**src/rtl/piramide_pkg.sv**
```systemverilog
// Shared types and constants for the pyramid-stream monitor.
package piramide_pkg;

   typedef enum logic [1:0] {SYNC, RISE, FALL} pmon_state_t;
   typedef enum logic [1:0] {STEP_UP, STEP_DOWN, STEP_BAD} step_t;

   localparam logic DIR_UP   = 1'b0;
   localparam logic DIR_DOWN = 1'b1;

   localparam int ERR_COUNT_W = 8;

endpackage

```
**src/rtl/piramide_monitor_if.sv**
```systemverilog
// Sample stream in, measurement results out; the producer side is the master.
interface piramide_monitor_if #(
   parameter int W        = 4,
   parameter int PERIOD_W = 8
);
   import piramide_pkg::*;

   logic [W-1:0]           sample;
   logic                   sample_valid;
   logic                   dir;
   logic [W-1:0]           peak_value;
   logic                   peak_valid;
   logic [PERIOD_W-1:0]    period;
   logic                   period_valid;
   logic                   locked;
   logic                   err;
   logic [ERR_COUNT_W-1:0] err_count;

   modport master (
      output sample, sample_valid,
      input  dir, peak_value, peak_valid, period, period_valid, locked, err, err_count
   );

   modport slave (
      input  sample, sample_valid,
      output dir, peak_value, peak_valid, period, period_valid, locked, err, err_count
   );

endinterface

```
**src/rtl/pmon_step_classify.sv**
```systemverilog
// Classifies one stream step as +1, -1 or illegal, using W+1 bits so the
// top value never wraps back to zero.
module pmon_step_classify
   import piramide_pkg::*;
#(
   parameter int W = 4
) (
   input  logic [W-1:0] prev,
   input  logic [W-1:0] sample,
   output step_t        step
);

   localparam logic [W:0] ONE = (W+1)'(1);

   logic [W:0] prev_x;
   logic [W:0] sample_x;

   always_comb begin
      prev_x   = {1'b0, prev};
      sample_x = {1'b0, sample};
      step     = STEP_BAD;
      if (sample_x == prev_x + ONE) begin
         step = STEP_UP;
      end else if (sample_x + ONE == prev_x) begin
         step = STEP_DOWN;
      end
   end

endmodule

```
**src/rtl/piramide_monitor.sv**
```systemverilog
// Receiving-end checker for a triangle count stream: tracks ramp direction,
// measures peaks and valley-to-valley periods, declares lock, flags bad steps.
module piramide_monitor
   import piramide_pkg::*;
#(
   parameter int W            = 4,
   parameter int PERIOD_W     = 8,
   parameter int LOCK_PERIODS = 2
) (
   input logic               clk,
   input logic               rst,
   piramide_monitor_if.slave mon
);

   localparam int                     CLEAN_W    = $clog2(LOCK_PERIODS + 1);
   localparam logic [CLEAN_W-1:0]     CLEAN_MAX  = CLEAN_W'(LOCK_PERIODS);
   localparam logic [PERIOD_W-1:0]    PERIOD_MAX = '1;
   localparam logic [ERR_COUNT_W-1:0] ERR_MAX    = '1;

   pmon_state_t            state_q, state_d;
   logic [W-1:0]           prev_q, prev_d;
   logic [W-1:0]           peak_value_q, peak_value_d;
   logic                   peak_valid_q, peak_valid_d;
   logic [PERIOD_W-1:0]    period_q, period_d;
   logic                   period_valid_q, period_valid_d;
   logic                   locked_q, locked_d;
   logic                   err_q, err_d;
   logic [ERR_COUNT_W-1:0] err_count_q, err_count_d;
   logic [PERIOD_W-1:0]    cnt_q, cnt_d;
   logic [CLEAN_W-1:0]     clean_q, clean_d;
   logic [W-1:0]           last_peak_q, last_peak_d;

   step_t               step;
   logic                bad;
   logic [PERIOD_W-1:0] cnt_inc;
   logic [CLEAN_W-1:0]  clean_inc;

   pmon_step_classify #(.W(W)) u_classify (
      .prev   (prev_q),
      .sample (mon.sample),
      .step   (step)
   );

   // Both counters saturate; clean only needs to reach the lock threshold.
   assign cnt_inc   = (cnt_q == PERIOD_MAX) ? cnt_q : cnt_q + PERIOD_W'(1);
   assign clean_inc = (clean_q == CLEAN_MAX) ? clean_q : clean_q + CLEAN_W'(1);

   always_comb begin
      // NOTE: every _d gets its hold value first, so no branch can infer a latch.
      state_d        = state_q;
      prev_d         = prev_q;
      peak_value_d   = peak_value_q;
      peak_valid_d   = 1'b0;
      period_d       = period_q;
      period_valid_d = 1'b0;
      locked_d       = locked_q;
      err_d          = 1'b0;
      err_count_d    = err_count_q;
      cnt_d          = cnt_q;
      clean_d        = clean_q;
      last_peak_d    = last_peak_q;
      bad            = 1'b0;

      if (mon.sample_valid) begin
         prev_d = mon.sample;
         unique case (state_q)
            SYNC: begin
               if (mon.sample == '0) begin
                  state_d = RISE;
                  cnt_d   = '0;
               end
            end
            RISE: begin
               unique case (step)
                  STEP_UP: cnt_d = cnt_inc;
                  STEP_DOWN: begin
                     peak_value_d = prev_q;
                     peak_valid_d = 1'b1;
                     cnt_d        = cnt_inc;
                     state_d      = FALL;
                  end
                  default: bad = 1'b1;
               endcase
            end
            FALL: begin
               if (step != STEP_DOWN) begin
                  bad = 1'b1;
               end else if (mon.sample != '0) begin
                  cnt_d = cnt_inc;
               end else begin
                  // Valley: close the period and grade it against the last one.
                  period_d       = cnt_inc;
                  period_valid_d = 1'b1;
                  cnt_d          = '0;
                  state_d        = RISE;
                  clean_d        = (peak_value_q == last_peak_q) ? clean_inc : CLEAN_W'(1);
                  last_peak_d    = peak_value_q;
                  locked_d       = (clean_d >= CLEAN_MAX);
               end
            end
            default: state_d = SYNC;
         endcase

         if (bad) begin
            err_d       = 1'b1;
            err_count_d = (err_count_q == ERR_MAX) ? err_count_q : err_count_q + ERR_COUNT_W'(1);
            locked_d    = 1'b0;
            clean_d     = '0;
            state_d     = SYNC;
         end
      end
   end

   always_ff @(posedge clk) begin
      // NOTE: non-blocking so every flop samples pre-edge values regardless of order.
      if (rst) begin
         state_q        <= SYNC;
         prev_q         <= '0;
         peak_value_q   <= '0;
         peak_valid_q   <= 1'b0;
         period_q       <= '0;
         period_valid_q <= 1'b0;
         locked_q       <= 1'b0;
         err_q          <= 1'b0;
         err_count_q    <= '0;
         cnt_q          <= '0;
         clean_q        <= '0;
         last_peak_q    <= '0;
      end else begin
         state_q        <= state_d;
         prev_q         <= prev_d;
         peak_value_q   <= peak_value_d;
         peak_valid_q   <= peak_valid_d;
         period_q       <= period_d;
         period_valid_q <= period_valid_d;
         locked_q       <= locked_d;
         err_q          <= err_d;
         err_count_q    <= err_count_d;
         cnt_q          <= cnt_d;
         clean_q        <= clean_d;
         last_peak_q    <= last_peak_d;
      end
   end

   assign mon.dir          = (state_q == FALL) ? DIR_DOWN : DIR_UP;
   assign mon.peak_value   = peak_value_q;
   assign mon.peak_valid   = peak_valid_q;
   assign mon.period       = period_q;
   assign mon.period_valid = period_valid_q;
   assign mon.locked       = locked_q;
   assign mon.err          = err_q;
   assign mon.err_count    = err_count_q;

endmodule

```
**src/flat_wrapper.sv**
```systemverilog
// flat-port wrapper written by rule: the top's interface ports become plain ports
module piramide_monitor_flat import piramide_pkg::*;
#(
   parameter int W            = 4,
   parameter int PERIOD_W     = 8,
   parameter int LOCK_PERIODS = 2
)
  (clk, rst, mon_sample, mon_sample_valid, mon_dir, mon_peak_value, mon_peak_valid, mon_period, mon_period_valid, mon_locked, mon_err, mon_err_count);
  piramide_monitor_if #(.W(W), .PERIOD_W(PERIOD_W)) mon_i ();
  input logic clk;
  input logic rst;
  input wire logic [$bits(mon_i.sample)-1:0] mon_sample;
  input wire logic [$bits(mon_i.sample_valid)-1:0] mon_sample_valid;
  output wire logic [$bits(mon_i.dir)-1:0] mon_dir;
  output wire logic [$bits(mon_i.peak_value)-1:0] mon_peak_value;
  output wire logic [$bits(mon_i.peak_valid)-1:0] mon_peak_valid;
  output wire logic [$bits(mon_i.period)-1:0] mon_period;
  output wire logic [$bits(mon_i.period_valid)-1:0] mon_period_valid;
  output wire logic [$bits(mon_i.locked)-1:0] mon_locked;
  output wire logic [$bits(mon_i.err)-1:0] mon_err;
  output wire logic [$bits(mon_i.err_count)-1:0] mon_err_count;
  assign mon_i.sample = mon_sample;
  assign mon_i.sample_valid = mon_sample_valid;
  assign mon_dir = mon_i.dir;
  assign mon_peak_value = mon_i.peak_value;
  assign mon_peak_valid = mon_i.peak_valid;
  assign mon_period = mon_i.period;
  assign mon_period_valid = mon_i.period_valid;
  assign mon_locked = mon_i.locked;
  assign mon_err = mon_i.err;
  assign mon_err_count = mon_i.err_count;
  piramide_monitor #(.W(W), .PERIOD_W(PERIOD_W), .LOCK_PERIODS(LOCK_PERIODS)) u_core (.clk(clk), .rst(rst), .mon(mon_i));
endmodule
```
**config.mk**
```make
export PLATFORM = sky130hd
export DESIGN_NAME = piramide_monitor_flat
export DESIGN_NICKNAME = d
export VERILOG_FILES = /design/src/rtl/piramide_pkg.sv /design/src/rtl/piramide_monitor_if.sv /design/src/rtl/pmon_step_classify.sv /design/src/rtl/piramide_monitor.sv /design/src/flat_wrapper.sv
export SDC_FILE = /design/constraint.sdc
export NUM_CORES = 1
export LEC_CHECK = 0
export CAP_MARGIN = 20
export CORE_MARGIN = 4
export CORE_UTILIZATION = 55
export CTS_CLUSTER_DIAMETER = 200
export CTS_CLUSTER_SIZE = 30
export DETAILED_ROUTE_END_ITERATION = 6
export PLACE_DENSITY = 0.8
export SLEW_MARGIN = 5
export SYNTH_ARGS = -nofsm -noshare
export SYNTH_HDL_FRONTEND = slang
export SYNTH_SLANG_ARGS = --single-unit
```
**constraint.sdc**
```tcl
create_clock -name clk -period 2.4 [get_ports clk]
set_clock_uncertainty 0.1 [all_clocks]
set_input_delay 0.24 -clock clk [delete_from_list [all_inputs] [get_ports clk]]
set_output_delay 0.24 -clock clk [all_outputs]
set_load 0.01 [all_outputs]
```
==> Yosys cells after proc, flatten, opt, wreduce, memory -nomap -nowiden <==
Index checks and enable logic that the tools add are counted.
Widths: inputs -> output; s select.
{ "totals": {"ff_bits": 44, "latch_bits": 0, "ram_bits": 0, "mem_bits_ro": 0, "inputBits": 7, "out_inout_bits": 25, "word_cells": 91, "memories": 0} }
{ "op_classes": {"add_sub_neg": 5, "multipliers": 0, "div": 0, "magnitude_cmp": 1, "n_eq_ne": 19, "shift": 0, "mux": 32, "bitwise": 6, "reduce_logical": 16} }
{ "op_table": {"columns": ["op", "count"], "rows": [
  ["$mux 8", 5],
  ["$mux 2", 13],
  ["$pmux 8 s3", 1],
  ["$add 8x1->8 const B", 2],
  ["$eq 8x8->1 const B", 2],
  ["$mux 1", 11],
  ["$add 4x1->5 const B", 2],
  ["$reduce_and 5->1", 2],
  ["$ne 2x2->1 const B", 4],
  ["$reduce_and 4->1", 2],
  ["$ne 3x1->1 const B", 2],
  ["$ne 3x3->1 const B", 2],
  ["$not 1->1", 6],
  ["$pmux 2 s3", 1],
  ["$reduce_and 3->1", 2],
  ["$eq 4x5->1", 1],
  ["$eq 5x4->1", 1],
  ["$eq 2x1->1 const B", 2],
  ["$eq 2x2->1 const B", 2],
  ["$eq 4x4->1", 1],
  ["$logic_not 2->1", 2],
  ["$logic_not 4->1", 1],
  ["$ne 2x1->1 const B", 2],
  ["$reduce_bool 4->1", 1],
  ["other kinds (8)", 9]
]} }

==> Depth between registers and ports, before layout <==
Gate-level depths: netlist (run 1).
{ "logic_depth": {"ltp_word": 11, "ltp_mapped": 10, "mapped_depth_nobuf": 8} }

==> Hierarchy <==
From an unflattened synthesis (run 1), not the netlist that was laid out.
{ "unflattened": {"hier_cells": 270, "area_unflattened_um2": 2363.5} }
{ "modules_own_cells": {"columns": ["mod", "n_inst", "cells_per_inst", "area_per_inst_um2"], "rows": [
  ["piramide_monitor", 1, 244, 2148.3],
  ["pmon_step_classify", 1, 26, 215.2]
]} }

==> Worst setup path before layout (run 1) <==
OpenSTA, ideal clock, no wires.
{ "synth_path": {"path_type": "reg2reg", "from": "register u_core.prev_q[0]", "to": "register u_core.state_q[0]", "arrival_time_ps": 2000, "slack_ps": 179, "stages_incl_launch_ff": 9, "synth_period_minus_slack_ps": 2221, "path_cell_list": "dfxtp_1 -> ha_1 -> xnor2_1 -> o211ai_1 -> or3_1 -> buf_2 -> a31oi_1 -> o311a_1 -> mux2_2"} }
{ "synth_between": {"elab_chain_len": 10} }
{ "synth_rtl": {"columns": ["element", "line", "text"], "rows": [
  ["start: declaration", "piramide_monitor.sv:21", "logic [W-1:0] prev_q, prev_d;"],
  ["start signal: assignment", "piramide_monitor.sv:131", "prev_q <= prev_d;"],
  ["$add 4x1->5 or $eq 5x4->1 (tied branches)", "pmon_step_classify.sv:22, pmon_step_classify.sv:24", null],
  ["$eq 4x5->1 or $mux 2 (tied branches)", "pmon_step_classify.sv:22, pmon_step_classify.sv:24", null],
  ["$mux 2 *", "pmon_step_classify.sv:22", "if (sample_x == prev_x + ONE) begin"],
  ["$eq 2x1->1 or $logic_not 2->1 (tied branches)", "piramide_monitor.sv:74", "unique case (step)"],
  ["$reduce_or 2->1 (no line)", null, null],
  ["$mux 1", "piramide_monitor.sv:74", null],
  ["$pmux 1 s2", "piramide_monitor.sv:66", "unique case (state_q)"],
  ["$mux 1", "piramide_monitor.sv:64", "if (mon.sample_valid) begin"],
  ["$ne 3x3->1 (no line) or $ne 3x1->1 (tied branches)", null, null],
  ["$reduce_and 5->1 (no line)", null, null],
  ["end signal: assignment", "piramide_monitor.sv:130", "state_q <= state_d;"],
  ["end: declaration", "piramide_monitor.sv:20", "pmon_state_t state_q, state_d;"]
]} }
Mark *: on every way between the ends. The rest lies on a longest branch, timed or not. The select of a mux whose other input is x is not followed.
A chain may end at the register's enable or synchronous reset.

==> Worst setup path in the final report (run 1) <==
{ "layout_path": {"from": "register u_core.prev_q[0]", "to": "register u_core.cnt_q[7]"} }
{ "layout_between": {"elab_chain_len": 7} }
{ "layout_rtl": {"columns": ["element", "line", "text"], "rows": [
  ["$add 4x1->5 or $eq 5x4->1 (tied branches)", "pmon_step_classify.sv:22, pmon_step_classify.sv:24", null],
  ["$eq 4x5->1 or $mux 2 (tied branches)", "pmon_step_classify.sv:22, pmon_step_classify.sv:24", null],
  ["$mux 2 *", "pmon_step_classify.sv:22", null],
  ["$eq 2x1->1 or $logic_not 2->1 (tied branches)", "piramide_monitor.sv:74", null],
  ["$reduce_or 2->1 (no line)", null, null],
  ["$ne 2x2->1 (no line)", null, null],
  ["$reduce_and 5->1 (no line) *", null, null],
  ["end signal: assignment", "piramide_monitor.sv:139", "cnt_q <= cnt_d;"],
  ["end: declaration", "piramide_monitor.sv:29", "logic [PERIOD_W-1:0] cnt_q, cnt_d;"]
]} }
Mark *: on every way between the ends. The rest lies on a longest branch, timed or not.

==> impl_results.md, run 1 <==
* First-pass GRT wire length at 9600 µm
* Total global-route track usage at 0.218
* Internal power at 1.01 mW
* Layout cell share with drive strength beyond 1 at 0.216
* Final hold viol count at 0
* Power per cell area at 418 nW/µm²
* Bufs and invs on worst path at 1
* Cell area after synthesis at 2460 µm²
* Startpoint Class: flip-flop
* Clock power share at 0.327
* Combinational share of power at 0.128
* Clock buffer count from CTS at 5
* Synth Flop Type: dfxtp_1
* Sinks on Clock Net at 44
* Nets at 365
* H-tree Lvls at 2
* Pre-CTS worst setup slack at -0.346 ns
* Most frequent cells after synthesis: 44 x dfxtp_1, 27 x nand2_1, 27 x nor2_1
* Top Ports at 32
* Die Area at 5610 µm²
* Final cell count without fillers at 399
* Crit path max-delay family: compound AO/OA/AOI/OAI gates
* DRC at 0
* Starting Density at 0.565
* Crit path largest cell delay at 0.50 ns
* DRT iter0 DRCs at 191
* Total power at 1.36 mW
* CP Cell Sequence: ha_4 -> xnor2_2 -> o211ai_1 -> o31a_1 -> buf_6 -> a2bb2oi_4 -> or4b_1 -> a21oi_1
* Area of the multi-input gates at 1560 µm²
* Worst Tran Pin Value at 0.373 ns
* Final core utilization at 0.747
* Clock Path Buffers at 2
* Max-slew headroom at 0.749
* Sw Ratio at 0.256
* Syn avg cell area at 8.54 µm²
* RSZ-0062 raised after global routing: true
* Root buf cell: clkbuf_8
* Die Wd at 74.9 µm
* Die Y at 74.9 µm
* Sw Pwr at 348 µW
* Hold Crit Class: input pin to flip-flop
* Worst EP arrival at 2.52 ns
* Final ANT Viol Nets at 0
* Row count at 24
* Achievable Freq at 419 MHz
* Core area at 4350 µm²
* Ys async rst share at 0
* Mapped Nets at 306
* Fin crit share at 0.995
* Synth Register Bits at 44
* Status: finished, final reports clean
* Setup Viol. Count Final at 0
* CTS tree: done
* I/O Buffers at 31
* Syn-to-layout area delta at 32.3%
* Sequential cell area at 883 µm²
* Hold_buf cts at 0
* Fin Setup TNS at 0 ns
* CP Data Required Time at 2.53 ns
* Pleak at 1.26 nW
* WS Path Type: flip-flop to flip-flop
* Hold_ws at 0.284 ns
* Crit path max-delay cell type: or4b_1
* Placed insts at 387
* Layout fillers at 302
* Final WS setup at 0.0112 ns
* Share of the synthesized area in the top cell type at 0.358
* Seq/Total Area, Yosys at 0.358
* Top-count cell post-synth: dfxtp_1
* CP Capture Type: flip-flop
* Largest net degree at the start of global routing at 19
* Final Slew Violations at 0
* Placed cell areas at 3010 µm²
* Wire per inst at 15.2 µm
* DRT Pass-1 Iters at 5
* Clock transition at path regs at 0.08 ns
* Worst-path maximum fanout at 5
* Reg power frac at 0.545
* Max-capacitance violation count at 0
* Vias per Instance at 5.86
* Initial antenna violation count at 0
* Gate Count Post-Synth at 288
* Area contributors post-synth: dfxtp_1 36%, ha_1 5.6%, mux2i_1 4.5%, nand2_1 4.1%, nor2_1 4.1%
* Ys Warns at 0
* Fin area at 3250 µm²
* Distinct cells, synth at 56
* Vias in the first global route at 2,098
* Cell taking the most area after synthesis: dfxtp_1
* Drt total wl at 6070 µm
* Via Count at 2,338
* Worst-Skew Late Latency at 0.30 ns
* Maximum VDD drop at 0.364 mV
* Grt ovf at 0
* Post-synth EDFFs at 0
* Hpwl dp at 4290 µm
* Final min period at 2.39 ns
* Antenna cell count at 0
* GP Congestion at 0.942
[worst paths after layout]
| path | startpoint | end | slack, ns | cells past startpoint |
|---|---|---|---|---|
| worst max-delay path | u_core.prev_q[0] | u_core.cnt_q[7] | 0.01 | 8 |
| worst min-delay path | mon_sample[1] | u_core.prev_q[1] | 0.28 | 3 |
| worst max register to register | u_core.prev_q[0] | u_core.cnt_q[7] | 0.01 | 8 |
| worst min register to register | u_core.mon.period[0] | u_core.mon.period[0] | 0.35 | 2 |
[sequential cells by signal, indices dropped and copies added (netlist names)]
register / cells
u_core.state_q: 2
u_core.clean_q: 2
u_core.mon.err_count: 8
u_core.prev_q: 4
u_core.mon.peak_value: 4
u_core.last_peak_q: 4
u_core.cnt_q: 8
u_core.mon.period: 8
u_core.mon.locked: 1
u_core.mon.peak_valid: 1
u_core.mon.err: 1
u_core.mon.period_valid: 1
[final cells by class]
class / count / share of cell area
tap: 52 / 0.0200
clock inverter: 1 / 0.00154
clock buffer: 6 / 0.0223
multi-input combinational: 214 / 0.478
inverter: 14 / 0.0161
sequential: 44 / 0.271
timing repair buffer: 68 / 0.190
[worst min-delay path, delay by kind of cell]
kind / cells / cell delay [ns]
buf+inv: 1 / 0.20
simple gates: 1 / 0.05
mux: 1 / 0.16
[cell usage in the layout, fill, tap and decap left out, types with 3 or more instances in the layout]
cell type	instances
a211oi_2	5
nor3_1	3
buf_4	33
o31ai_1	3
xnor2_2	3
clkbuf_8	5
a21oi_1	17
nand4_1	8
xor2_1	9
dlymetal6s2s_1	3
nand2_1	27
or3_1	3
dfxtp_1	42
buf_6	3
xnor2_1	3
o21ai_0	12
nand3_1	10
ha_1	9
inv_1	14
mux2i_1	11
a21oi_2	3
nor2_1	27
nor2b_1	6
o211ai_1	5
clkdlybuf4s50_1	28
[cell families (layout without fill, tap and decap cells)]
family	count (synthesis)	count (layout)	synth area share
compound gates	69	69	0.200
xor+xnor	16	16	0.0600
fa+ha+maj	11	11	0.0560
buf+inv	30	89	0.0549
flops	44	44	0.358
mux	14	14	0.0585
simple gates	104	104	0.213
[repair_timing]
action / CTS / global route
buffers inserted: 2 / 3
pin swaps: 1 / 15
resized for setup: 2 / 29
setup endpoints to repair: 1 / 28
[power groups by stage]
stage	clock (mW)	combinational (mW)	sequential (mW)
floorplan	0	0.0918	0.757
global route	0.485	0.189	0.743
global placement	0	0.146	0.757
CTS	0.449	0.153	0.740
finish	0.444	0.174	0.742
detailed placement	0	0.151	0.757
[layer usage]
layer / vias to the layer above / wire length [µm] / global-route usage
met2: 75 / 2980 / 0.373
met5: - / 0 / 0
li1: 1146 / - / -
met1: 1109 / 2710 / 0.276
met3: 8 / 300 / 0.0427
met4: 0 / 75 / 0.0632
(Power assumes the default switching activity.)
==> run 2, diff against run 1 <==
--- a/config.mk
+++ b/config.mk
@@ -8,7 +8,7 @@
 export CAP_MARGIN = 20
 export CORE_MARGIN = 4
 export CORE_UTILIZATION = 55
-export CTS_CLUSTER_DIAMETER = 200
+export CTS_CLUSTER_DIAMETER = 30
 export CTS_CLUSTER_SIZE = 30
 export DETAILED_ROUTE_END_ITERATION = 6
 export PLACE_DENSITY = 0.8
@@ -16,3 +16,4 @@
 export SYNTH_ARGS = -nofsm -noshare
 export SYNTH_HDL_FRONTEND = slang
 export SYNTH_SLANG_ARGS = --single-unit
+export TNS_END_PERCENT = 1
==> run 2 against run 1 <==
Effect of this change: sequential cell count unchanged; critical path depth unchanged; via count decreased by 0.86%; largest cell class unchanged.
==> impl_results.md, run 2 (synthesized netlist as in run 1, its figures left out) <==
* Wire per inst at 15.3 µm (+0.48%)
* GP Congestion at 0.942 (unchanged)
* Worst setup path end: u_core.cnt_q[7]
* I/O Buffers at 31 (unchanged)
* Commonest non-fill, non-tap cell in the layout: dfxtp_1
* Clock Path Buffers at 2 (unchanged)
* Status: finished, final reports clean
* Hpwl dp at 4290 µm (unchanged)
* WS Path Type: flip-flop to flip-flop
* Final hold viol count at 0 (unchanged)
* Critical Path Source: u_core.prev_q[0]
* Worst Tran Pin Value at 0.367 ns (-0.00574 ns)
* Setup Viol. Count Final at 0 (unchanged)
* DRC at 0 (unchanged)
* Grt ovf at 0 (unchanged)
* RR Startpoint: u_core.prev_q[0]
* Core area at 4350 µm² (unchanged)
* Clock buffer count from CTS at 5 (unchanged)
* Startpoint Class: flip-flop
* Syn-to-layout area delta at 32.0%
* H-tree Lvls at 2 (unchanged)
* Final min period at 2.39 ns (+0.00236 ns)
* First-pass GRT wire length at 9600 µm (unchanged)
* Layout fillers at 304 (+0.66%)
* Row count at 24 (unchanged)
* Worst R2R End: u_core.cnt_q[7]
* Vias per Instance at 5.81 (-0.86%)
* R2R depth at 8 (unchanged)
* Top Ports at 32 (unchanged)
* Die Wd at 74.9 µm (unchanged)
* Worst EP arrival at 2.52 ns (about the same)
* Fin crit share at 0.996 (about the same)
* CP Data Required Time at 2.53 ns (about the same)
* Die Area at 5610 µm² (unchanged)
* Vias in the first global route at 2,098 (unchanged)
* Max-slew headroom at 0.753 (+0.00387)
* Starting Density at 0.565 (unchanged)
* Most frequent cells in the layout: 42 x dfxtp_1, 33 x buf_4, 28 x clkdlybuf4s50_1
* Largest net degree at the start of global routing at 19 (unchanged)
* RSZ-0062 raised after global routing: true
* DRT Pass-1 Iters at 4 (-1)
* Worst-path maximum fanout at 5 (unchanged)
* Drt total wl at 6100 µm (+0.48%)
* Die Y at 74.9 µm (unchanged)
* Final ANT Viol Nets at 0 (unchanged)
* Worst-Skew Late Latency at 0.30 ns (about the same)
* Achievable Freq at 418 MHz (about the same)
* Antenna cell count at 0 (unchanged)
* Worst reg2reg setup slack at 0.009 ns (about the same)
* Maximum VDD drop at 0.364 mV (about the same)
* Sinks on Clock Net at 44 (unchanged)
* Total power at 1.36 mW (about the same)
* Root buf cell: clkbuf_8
* Hold Crit Class: input pin to flip-flop
* DRT iter0 DRCs at 189 (-1.0%)
* Final cell count without fillers at 399 (unchanged)
* Pleak at 1.26 nW (-0.36%)
* Initial antenna violation count at 0 (unchanged)
* Power per cell area at 419 nW/µm² (+0.20%)
* Clock transition at path regs at 0.08 ns (about the same)
* Via Count at 2,318 (-0.86%)
* CTS tree: done
* Max-capacitance violation count at 0 (unchanged)
* CP Capture Type: flip-flop
* Final Slew Violations at 0 (unchanged)
* Layout cell share with drive strength beyond 1 at 0.213 (-0.00288)
* Nets at 365 (unchanged)
* Total global-route track usage at 0.218 (unchanged)
* Placed insts at 387 (unchanged)
## run 2: routing by layer
layer	share of wire	vias to the layer above	wire, µm	track usage
li1	-	1146	-	-
met1	0.45	1082	2740	0.276
met2	0.49	83	2960	0.373
met3	0.053	7	326	0.0427
met4	0.012	0	71	0.0632
met5	0	-	0	0
## run 2: how the worst min path moves through the flow
stage	to	cells after the start	slack, ns	from
2_1_floorplan	u_core.prev_q[0]	2	0.29	mon_sample[0]
3_3_place_gp	u_core.mon.period[0]	2	0.34	u_core.mon.period[0]
3_5_place_dp	u_core.mon.period[0]	2	0.35	u_core.mon.period[0]
4_1_cts	u_core.mon.period[0]	2	0.36	u_core.mon.period[0]
5_1_grt	u_core.prev_q[1]	3	0.32	mon_sample[1]
6_report	u_core.prev_q[1]	3	0.28	mon_sample[1]
## run 2: worst max-delay path, stage by stage (launching register included)
cell and delay, ns:
dfxtp_2 0.34, ha_4 0.24, xnor2_2 0.16, o211ai_1 0.17, o31a_1 0.38, buf_6 0.15
a2bb2oi_4 0.15, or4b_1 0.51, a21oi_1 0.13
## run 2: layout make-up
class / instances / area, µm² / area share
Clock buffer: 6 / 72.6 / 0.0224
Clock inverter: 1 / 5.00 / 0.00154
Tap cell: 52 / 65.1 / 0.0200
Multi-Input combinational cell: 214 / 1550 / 0.477
Inverter: 14 / 52.6 / 0.0162
Sequential cell: 44 / 883 / 0.272
Timing Repair Buffer: 68 / 619 / 0.191
## run 2: where the power goes
group	total [mW]	leakage (nW)	switching [mW]	internal, mW
Clock	0.445	0.0410	0.247	0.198
Combinational	0.173	0.864	0.0946	0.0781
Sequential	0.742	0.356	0.00670	0.735
Total	1.36	1.26	0.348	1.01
## run 2: metrics by stage
step	TNS [ns]	hold slack [ns]	instance area [µm²]	utilization	setup slack [ns]
3_5_place_dp	-7.68	0.345	3010	0.690	-0.346
6_report	0	0.284	3250	0.746	0.00889
3_3_place_gp	-4.31	0.338	3010	0.690	-0.194
2_1_floorplan	0	0.287	2460	-	0.179
4_1_cts	-0.00969	0.355	3110	0.714	-0.00969
5_1_grt	-0.190	0.315	3250	0.746	-0.0445
## run 2: timing repair
action / CTS / global route
endpoints found under the setup margin: 1 / 28
resized for setup: 2 / 28
setup buffers: 2 / 3
hold buffers: 0 / 0
pin swaps: 1 / 12
